File: config.mk
export PLATFORM = sky130hd
export DESIGN_NAME = irq_eoi_frontend
export DESIGN_NICKNAME = d
export VERILOG_FILES = /design/src/rtl/irq_pkg.sv /design/src/rtl/irq_sync_edge.sv /design/src/rtl/irq_eoi_frontend.sv
export SDC_FILE = /design/constraint.sdc
export NUM_CORES = 1
export LEC_CHECK = 0
export BUFFER_PORTS_ARGS = -buffer_cell sky130_fd_sc_hd__buf_4
export CAP_MARGIN = 20
export CORE_ASPECT_RATIO = 0.7
export CORE_UTILIZATION = 58
export CTS_BUF_LIST = sky130_fd_sc_hd__clkbuf_8
export DETAILED_ROUTE_END_ITERATION = 8
export GPL_TIMING_DRIVEN = 0
export HOLD_SLACK_MARGIN = 0.12
export PLACE_DENSITY = 0.82
export SLEW_MARGIN = 0
export SYNTH_ARGS = -nofsm -noshare
export SYNTH_HDL_FRONTEND = slang
export SYNTH_HIERARCHICAL = 1
export SYNTH_SLANG_ARGS = --single-unit
File: constraint.sdc
create_clock -name clk -period 2.96 [get_ports clk]
set_clock_uncertainty 0.15 [all_clocks]
set_input_delay 0.592 -clock clk [delete_from_list [all_inputs] [get_ports clk]]
set_output_delay 0.592 -clock clk [all_outputs]
set_load 0.05 [all_outputs]
File: src/rtl/irq_pkg.sv
// Shared sizes, types and helpers for the IRQ/EOI pad frontend.
// Line count and id width are fixed here so every file agrees on vector shapes.
package irq_pkg;

  localparam int NUM_IRQ = 16;
  localparam int ID_W    = $clog2(NUM_IRQ);

  typedef logic [NUM_IRQ-1:0] irq_vec_t;
  typedef logic [ID_W-1:0]    irq_id_t;

  typedef enum logic {
    IDLE  = 1'b0,
    OFFER = 1'b1
  } offer_state_e;

  typedef enum logic {
    E_IDLE  = 1'b0,
    E_PULSE = 1'b1
  } eoi_state_e;

  // Lowest set index wins; an all-zero vector yields 0 and callers gate on |v.
  function automatic irq_id_t prio_enc(input irq_vec_t v);
    irq_id_t id;
    id = '0;
    for (int i = NUM_IRQ - 1; i >= 0; i--) begin
      if (v[i]) id = irq_id_t'(i);
    end
    return id;
  endfunction

  function automatic logic id_in_range(input irq_id_t id);
    return (int'(id) < NUM_IRQ);
  endfunction

  function automatic irq_vec_t id_onehot(input irq_id_t id);
    irq_vec_t v;
    v = '0;
    if (id_in_range(id)) v[id] = 1'b1;
    return v;
  endfunction

endpackage

File: src/rtl/irq_sync_edge.sv
// Brings one asynchronous pad level into clk and flags its rising edge for one cycle.
// Rise is combinational off the last two flops, so it appears SYNC_STAGES edges after the pad.
module irq_sync_edge #(
  parameter int SYNC_STAGES = 2
) (
  input  logic clk,
  input  logic rstn,
  input  logic pad_i,
  output logic rise_o
);

  logic [SYNC_STAGES-1:0] sync_q;
  logic                   prev_q;

  always_ff @(posedge clk or negedge rstn) begin
    if (!rstn) begin
      sync_q <= '0;
      prev_q <= 1'b0;
    end else begin
      sync_q <= {sync_q[SYNC_STAGES-2:0], pad_i};
      prev_q <= sync_q[SYNC_STAGES-1];
    end
  end

  assign rise_o = sync_q[SYNC_STAGES-1] & ~prev_q;

endmodule

File: src/rtl/irq_eoi_frontend.sv
// Pad-side interrupt frontend: edge-latched pending lines offered by priority over valid/ready,
// in-service tracking, and fixed-width one-hot EOI pad pulses driven from SOC end-of-interrupt.
module irq_eoi_frontend
  import irq_pkg::*;
#(
  parameter int SYNC_STAGES = 2,
  parameter int EOI_PULSE   = 4
) (
  input  logic               clk,
  input  logic               rstn,
  input  logic [NUM_IRQ-1:0] irq_pad,
  input  logic [NUM_IRQ-1:0] irq_mask,
  output logic               irq_valid,
  output logic [ID_W-1:0]    irq_id,
  input  logic               irq_ready,
  input  logic               eoi_valid,
  input  logic [ID_W-1:0]    eoi_id,
  output logic               eoi_ready,
  output logic               eoi_err,
  output logic [NUM_IRQ-1:0] eoi_pad
);

  localparam int CNT_W = (EOI_PULSE > 1) ? $clog2(EOI_PULSE) : 1;

  irq_vec_t     rise;
  irq_vec_t     eligible;
  irq_vec_t     accept_vec;
  irq_vec_t     eoi_clr_vec;

  irq_vec_t     pending_q, pending_d;
  irq_vec_t     in_service_q, in_service_d;

  offer_state_e offer_state_q, offer_state_d;
  irq_id_t      offer_id_q, offer_id_d;

  eoi_state_e   eoi_state_q, eoi_state_d;
  irq_id_t      pad_id_q, pad_id_d;
  logic [CNT_W-1:0] cnt_q, cnt_d;
  logic         err_q, err_d;

  for (genvar g = 0; g < NUM_IRQ; g++) begin : g_sync
    irq_sync_edge #(
      .SYNC_STAGES (SYNC_STAGES)
    ) u_sync (
      .clk    (clk),
      .rstn   (rstn),
      .pad_i  (irq_pad[g]),
      .rise_o (rise[g])
    );
  end

  assign eligible = pending_q & ~in_service_q & ~irq_mask;

  // Once an offer is up its id is frozen until accepted, regardless of mask or new edges.
  always_comb begin
    offer_state_d = offer_state_q;
    offer_id_d    = offer_id_q;
    accept_vec    = '0;
    irq_valid     = 1'b0;
    case (offer_state_q)
      IDLE: begin
        if (|eligible) begin
          offer_id_d    = prio_enc(eligible);
          offer_state_d = OFFER;
        end
      end
      OFFER: begin
        irq_valid = 1'b1;
        if (irq_ready) begin
          accept_vec    = id_onehot(offer_id_q);
          offer_state_d = IDLE;
        end
      end
      default: offer_state_d = IDLE;
    endcase
  end

  assign irq_id = offer_id_q;

  always_comb begin
    eoi_state_d = eoi_state_q;
    pad_id_d    = pad_id_q;
    cnt_d       = cnt_q;
    err_d       = 1'b0;
    eoi_clr_vec = '0;
    eoi_ready   = 1'b0;
    eoi_pad     = '0;
    case (eoi_state_q)
      E_IDLE: begin
        eoi_ready = 1'b1;
        if (eoi_valid) begin
          if (id_in_range(eoi_id) && in_service_q[eoi_id]) begin
            eoi_clr_vec = id_onehot(eoi_id);
            pad_id_d    = eoi_id;
            cnt_d       = CNT_W'(EOI_PULSE - 1);
            eoi_state_d = E_PULSE;
          end else begin
            err_d = 1'b1;
          end
        end
      end
      E_PULSE: begin
        eoi_pad = id_onehot(pad_id_q);
        if (cnt_q == '0) begin
          eoi_state_d = E_IDLE;
        end else begin
          cnt_d = cnt_q - 1'b1;
        end
      end
      default: eoi_state_d = E_IDLE;
    endcase
  end

  assign eoi_err = err_q;

  // A new edge on the line being accepted keeps it pending, so nothing is lost.
  assign pending_d    = (pending_q & ~accept_vec) | rise;
  assign in_service_d = (in_service_q | accept_vec) & ~eoi_clr_vec;

  always_ff @(posedge clk or negedge rstn) begin
    if (!rstn) begin
      pending_q     <= '0;
      in_service_q  <= '0;
      offer_state_q <= IDLE;
      offer_id_q    <= '0;
      eoi_state_q   <= E_IDLE;
      pad_id_q      <= '0;
      cnt_q         <= '0;
      err_q         <= 1'b0;
    end else begin
      pending_q     <= pending_d;
      in_service_q  <= in_service_d;
      offer_state_q <= offer_state_d;
      offer_id_q    <= offer_id_d;
      eoi_state_q   <= eoi_state_d;
      pad_id_q      <= pad_id_d;
      cnt_q         <= cnt_d;
      err_q         <= err_d;
    end
  end

endmodule

==> out/qor.yml, run 1 <==
wl_met1_mm: 3.42
drtAntennaViolNets: 0
drt_iter0_markers: 169
fillers: 443
dr_wl_met2_mm: 3.55
synth_area_per_cell_um2: 12.3
wl_met3_um: 583
grt_pass1_vias: 2571
hold_class: "in2reg"
wl_mm: 7.62
grt_usage_pct: 24.0
start_util_pct: 60.9
yosysTopAreaCellShare_pct: 60.6
syn_area_mm2: 0.00384
diodes: 0
synth_cell_type_count: 40
h-tree-depth: 3
overflow: 0
seq_area_mm2: 0.00233
grt_pass1_wl_mm: 12.6
ys.flop_type: "dfrtp_1"
ys_warn_count: 6
holdWs_ns: 0.178
p_leak_nw: 2.04
synthesis.nets: 353
first_pass_iters: 5
synth_top_cell_by_area: "dfrtp_1"
critPathRequiredTime_ns: 2.22
p_per_area_mw_per_mm2: 857
placed_area_mm2: 0.00440
irDropWorstVdd_mv: 0.390
clock_latency_ns: 0.36
num_rows: 24
drv_slew: 0
min-delay-start: "irq_pad[10]"
tightestPinTransition_ns: 0.583
dp_hpwl_mm: 5.54
combPwrFrac_pct: 32.2
fin_area_mm2: 0.00466
cts_buffers: 9
multi_input_area_mm2: 0.00147
ioPinCount: 63
routed_via_density: 5.74
finalHoldViolCount: 0
yosysSeqAreaShare_pct: 60.6
reg2reg_to: "pad_id_q[2]"
preCtsSetupSlack_ns: 0.262
yosys-top-cells-count: "dfrtp_1 (93), o21ai_0 (36), nor2_1 (23)"
chipWidth_um: 99.3
finalSetupViolations: 0
portBuffers: 61
drcViolationCount: 0
top_layer_used: "met4"
fmax_mhz: 408
cts_tree: "built"
switching_power_mw: 1.51
synthToLayoutAreaGrowth_pct: 21.3
synthArstFlopShare_pct: 100
dieArea_mm2: 0.00695
setup_tns_ns: 0
finalCritPeriodShare_pct: 82.8
layout_setup_ws_ns: 0.509
place_congestion: 0.894
ys_ff_latch: 93
die_y_um: 70.1
cts_sinks: 93
status: "finished, final reports clean"
crit_arrival_ns: 1.71
path_max_fanout: 6
synthCells: 312
grt_max_degree: 94
min_period_ns: 2.45
synth_edf_count: 0
regToRegSetupSlack_ns: 0.72
vias: 2691
end_kind: "primary output"
core_mm2: 0.00631
start_kind: "flip-flop"
fin_nets: 427
max_cap_violations: 0
reg2reg_depth: 6
crit_type: "reg2out"
stdcell_count: 469
clk_path_buf_depth: 2
r2r-start: "in_service_q[12]"
slew_headroom_pct: 61.0
internal-power_mw: 2.48
clk_pin_slew_worst_paths_ns: 0.10
routedWlPerCell_um: 16.2
antenna_found_initial: 0
rsz0062_at_grt: "false"
dp.cells: 451
swShare_pct: 37.8
ys_top_cells_by_area: "dfrtp_1 (61%), nor2b_4 (5.7%), o21ai_0 (4.7%)"
cts_setup_buffers: 0
p_clk_share_pct: 23.0
synth_most_common_cell: "dfrtp_1"
min_delay_path_depth: 1
cts_root_buffer: "clkbuf_8"
p_seq_share_pct: 44.9
min_to: "g_sync[10].u_sync/sync_q[0]"
layout-drive-gt1-share_pct: 29.7
==> metal layers <==
layer	vias to the layer above	track usage, %
li1	1255	-
met1	1316	35.0
met2	113	36.7
met3	7	6.01
met4	0	5.56
met5	-	0
==> flip-flops by register name (all words and copies together), names as in the netlist <==
register and cells:
offer_state_q 1, pad_id_q 4, g_sync.u_sync/sync_q 32, in_service_q 16, eoi_state_q 1, cnt_q 2, eoi_err 1, irq_id 4
g_sync.u_sync/prev_q 16, pending_q 16
==> stage by stage <==
step	total power [mW]	util, %
2_1_floorplan	2.67	-
3_3_place_gp	3.03	69.7
3_5_place_dp	3.08	69.7
4_1_cts	3.99	73.3
5_1_grt	4.22	73.9
6_report	3.99	73.9
==> power by group through the flow <==
| stage | clock [mW] | combinational, mW | sequential [mW] |
|---|---|---|---|
| 6_report | 0.918 | 1.28 | 1.79 |
| 5_1_grt | 0.988 | 1.40 | 1.84 |
| 4_1_cts | 0.932 | 1.27 | 1.79 |
| 3_5_place_dp | 0 | 1.27 | 1.81 |
| 3_3_place_gp | 0 | 1.24 | 1.80 |
| 2_1_floorplan | 0 | 0.805 | 1.86 |
==> critical path, stage by stage, from the launching register on <==
cell and delay, ns:
dfrtp_1 0.42, inv_1 0.11, or3_1 0.45, nor3_1 0.16, buf_4 0.22
==> worst max path at each step <==
stage	from	to	slack, ns
floorplan	eoi_state_q	eoi_pad[0]	0.04
global placement	eoi_id[2]	pad_id_q[2]	0.27
detailed placement	eoi_id[2]	pad_id_q[0]	0.26
CTS	eoi_state_q	eoi_pad[0]	0.49
global route	eoi_state_q	eoi_pad[0]	0.39
finish	eoi_state_q	eoi_pad[0]	0.51
==> repair_timing <==
action                                 in CTS  in global routing
resized for setup                           0                  0
hold buffers                                0                  1
endpoints found under the hold margin       0                 29
==> placed cells by master, fill, tap and decap left out, types with 3 or more instances in the layout <==
cell,n
nand3b_1,3
mux4_2,4
nor3b_1,15
nor4_1,3
and2_1,4
nor2_1,23
or3b_2,6
clkbuf_8,9
nor3_1,7
a21oi_1,10
mux2_2,3
nand2_1,19
nor2b_4,16
o21ai_0,36
a21o_1,16
mux2_4,5
nor2b_1,4
buf_4,62
inv_1,5
o21ai_1,3
dfrtp_1,93
nand2b_1,4
nand3_1,10
==> logic make-up after synthesis <==
| kind of cell | count (synthesis) | share of synthesized area, % |
|---|---|---|
| multiplexers | 15 | 6.03 |
| adder cells (fa/ha/maj) | 1 | 0.326 |
| AND/OR/NAND/NOR | 119 | 20.3 |
| buffers and inverters | 9 | 1.21 |
| AO/OA/AOI/OAI | 75 | 11.6 |
| flip-flops | 93 | 60.6 |
==> layout make-up <==
| type | count | area share (%) |
|---|---|---|
| Sequential cell | 93 | 49.9 |
| Multi-Input combinational cell | 210 | 31.5 |
| Timing Repair Buffer | 63 | 10.6 |
| Clock buffer | 9 | 2.66 |
| Clock inverter | 7 | 2.20 |
| Tap cell | 78 | 2.09 |
| Buffer | 4 | 0.591 |
| Inverter | 5 | 0.403 |
Note: power is estimated with default switching activity, not from simulation.
==> inputs of run 2 (changes only) <==
==> constraint.sdc (replaced) <==
create_clock -name clk -period 2.48 [get_ports clk]
set_clock_uncertainty 0.15 [all_clocks]
set_input_delay 0.496 -clock clk [delete_from_list [all_inputs] [get_ports clk]]
set_output_delay 0.496 -clock clk [all_outputs]
set_load 0.05 [all_outputs]
==> run 2 against run 1 <==
  * Total power up 19%
  * Hold slack worse by 0.013 ns
  * Combinational power up 23%
  * Design area up 3.0%
  * First-iteration DRC count down 26%
==> out/qor.yml, run 2 (synthesis results as in run 1) <==
routedWlPerCell_um: 16.5  # +1.8%
layout-drive-gt1-share_pct: 28.7  # -0.92 points
synthToLayoutAreaGrowth_pct: 25.0
slowest_stage: "or3_1"
min_period_ns: 2.34
final_common_cell: "dfrtp_1"
end_kind: "primary output"
top_register: "g_sync.u_sync/sync_q"
cts_root_buffer: "clkbuf_8"
grt_usage_pct: 25.5  # +1.5 points
grt_max_degree: 94  # unchanged
antenna_found_initial: 0  # unchanged
dieArea_mm2: 0.00695  # unchanged
cts_sinks: 93  # unchanged
min_to: "offer_state_q"
vias: 2797  # +3.9%
crit_arrival_ns: 1.69  # -0.02 ns
num_rows: 24  # unchanged
diodes: 0  # unchanged
first_pass_iters: 4  # -1
drt_iter0_markers: 125  # -26%
slew_headroom_pct: 59.7  # -1.4 points
place_congestion: 0.877  # -1.9%
layout_common_cells: "dfrtp_1 (93), buf_4 (62), o21ai_0 (36)"
start_kind: "flip-flop"
rsz0062_at_grt: "false"
finalSetupViolations: 0  # unchanged
fmax_mhz: 428
tightestPinTransition_ns: 0.604  # +0.0205 ns
fillers: 412  # -7.0%
clk_path_buf_depth: 2  # unchanged
ioPinCount: 63  # unchanged
irDropWorstVdd_mv: 0.441  # +13%
p_leak_nw: 2.10  # +3.0%
grt_pass1_vias: 2723  # +5.9%
p_total_mw: 4.74  # +19%
dp_hpwl_mm: 5.62  # +1.4%
min_delay_path_depth: 2  # +1
reg2reg_depth: 6  # unchanged
cts_buffers: 9  # unchanged
regToRegSetupSlack_ns: 0.19  # -0.53 ns
crit_type: "reg2out"
post_cts_resized: 0  # unchanged
clock_latency_ns: 0.37  # about the same
die_y_um: 70.1  # unchanged
status: "finished, final reports clean"
drtAntennaViolNets: 0  # unchanged
utilization_pct: 76.1  # +2.2 points
grt_pass1_wl_mm: 13.1  # +4.2%
p_per_area_mw_per_mm2: 987  # +15%
overflow: 0  # unchanged
r2r-start: "in_service_q[8]"
largest_reg_flops: 32  # unchanged
path_max_fanout: 6  # unchanged
reg2reg_to: "pad_id_q[2]"
h-tree-depth: 3  # unchanged
drcViolationCount: 0  # unchanged
critical_path.top_delay_family: "simple AND/OR/NAND/NOR gates"
finalCritPeriodShare_pct: 94.2
portBuffers: 61  # unchanged
crit_buf_inv: 2  # unchanged
core_mm2: 0.00631  # unchanged
hold_class: "in2reg"
routed_via_density: 5.77  # +0.51%
fin_nets: 443  # +3.7%
cts_tree: "built"
wl_mm: 8.02  # +5.2%
path_cells: "inv_1 -> or3_1 -> nor2_1 -> buf_4"
critPathMaxStageDelay_ns: 0.45  # about the same
start_util_pct: 60.9  # unchanged
critPathRequiredTime_ns: 1.83  # -0.39 ns
chipWidth_um: 99.3  # unchanged
clk_pin_slew_worst_paths_ns: 0.09  # about the same
drv_slew: 0  # unchanged
finalHoldViolCount: 0  # unchanged
stdcell_count: 485  # +3.4%
dp.cells: 451  # unchanged
min-delay-start: "irq_ready"
max_cap_violations: 0  # unchanged
==> run 2: cell count changes in the layout (fill, tap and decap cells not counted), sizes merged <==
cell / before / now
clkinv: 3 / 2
inv: 8 / 9
dlygate4sd3: 1 / 17
==> run 2: power by group <==
group	internal (mW)	switching [mW]
sequential	1.82	0.315
clock	0.480	0.549
combinational	0.656	0.916
==> run 2: cell type report <==
type / instances / area, um^2 / share of cell area (%)
sequential: 93 / 2330 / 48.5
inverter: 5 / 18.8 / 0.391
clock inverter: 7 / 77.6 / 1.62
clock buffer: 9 / 124 / 2.58
tap: 78 / 97.6 / 2.03
timing repair buffer: 79 / 656 / 13.7
multi-input combinational: 210 / 1470 / 30.7
buffer: 4 / 27.5 / 0.574
==> run 2: worst max path at each step <==
stage / end / startpoint / slack, ns / depth (start not counted)
3_3_place_gp: pad_id_q[2] / eoi_id[2] / -0.12 / 8
6_report: eoi_pad[6] / eoi_state_q / 0.14 / 4
2_1_floorplan: eoi_pad[6] / eoi_state_q / 0.02 / 3
3_5_place_dp: pad_id_q[2] / eoi_id[2] / -0.15 / 8
5_1_grt: eoi_pad[6] / eoi_state_q / 0.01 / 4
4_1_cts: eoi_pad[0] / eoi_state_q / 0.12 / 4
==> run 2: repair_timing <==
| action | in CTS | in global routing |
|---|---|---|
| endpoints found under the setup margin | 0 | 0 |
| setup buffers | 0 | 0 |
| hold endpoints to repair | 16 | 18 |
| hold buffers | 16 | 1 |
==> run 2: metrics by stage <==
step	area, um^2	setup WS (ns)	hold WS, ns	TNS, ns
final	4800	0.143	0.164	0
after global routing	4800	0.0109	0.162	0
after CTS	4760	0.123	0.154	0
after detailed placement	4400	-0.151	0.185	-0.286
after global placement	4400	-0.117	0.182	-0.231
after floorplan	3840	0.0241	0.0504	0
==> run 2: worst register-to-register path, cell delays in order, from the launching register on <==
cell,delay (ns)
dfrtp_1,0.45
mux2_2,0.30
mux4_2,0.49
mux2i_1,0.20
or2_1,0.13
buf_4,0.13
mux2_1,0.33
==> run 2: metal layers <==
| layer | vias up | wire [um] | global-route usage (%) |
|---|---|---|---|
| met5 | - | 0 | 0 |
| met4 | 0 | 120 | 8.82 |
| met3 | 10 | 562 | 8.11 |
| met2 | 121 | 3810 | 40.5 |
| met1 | 1381 | 3520 | 33.4 |
| li1 | 1285 | - | - |
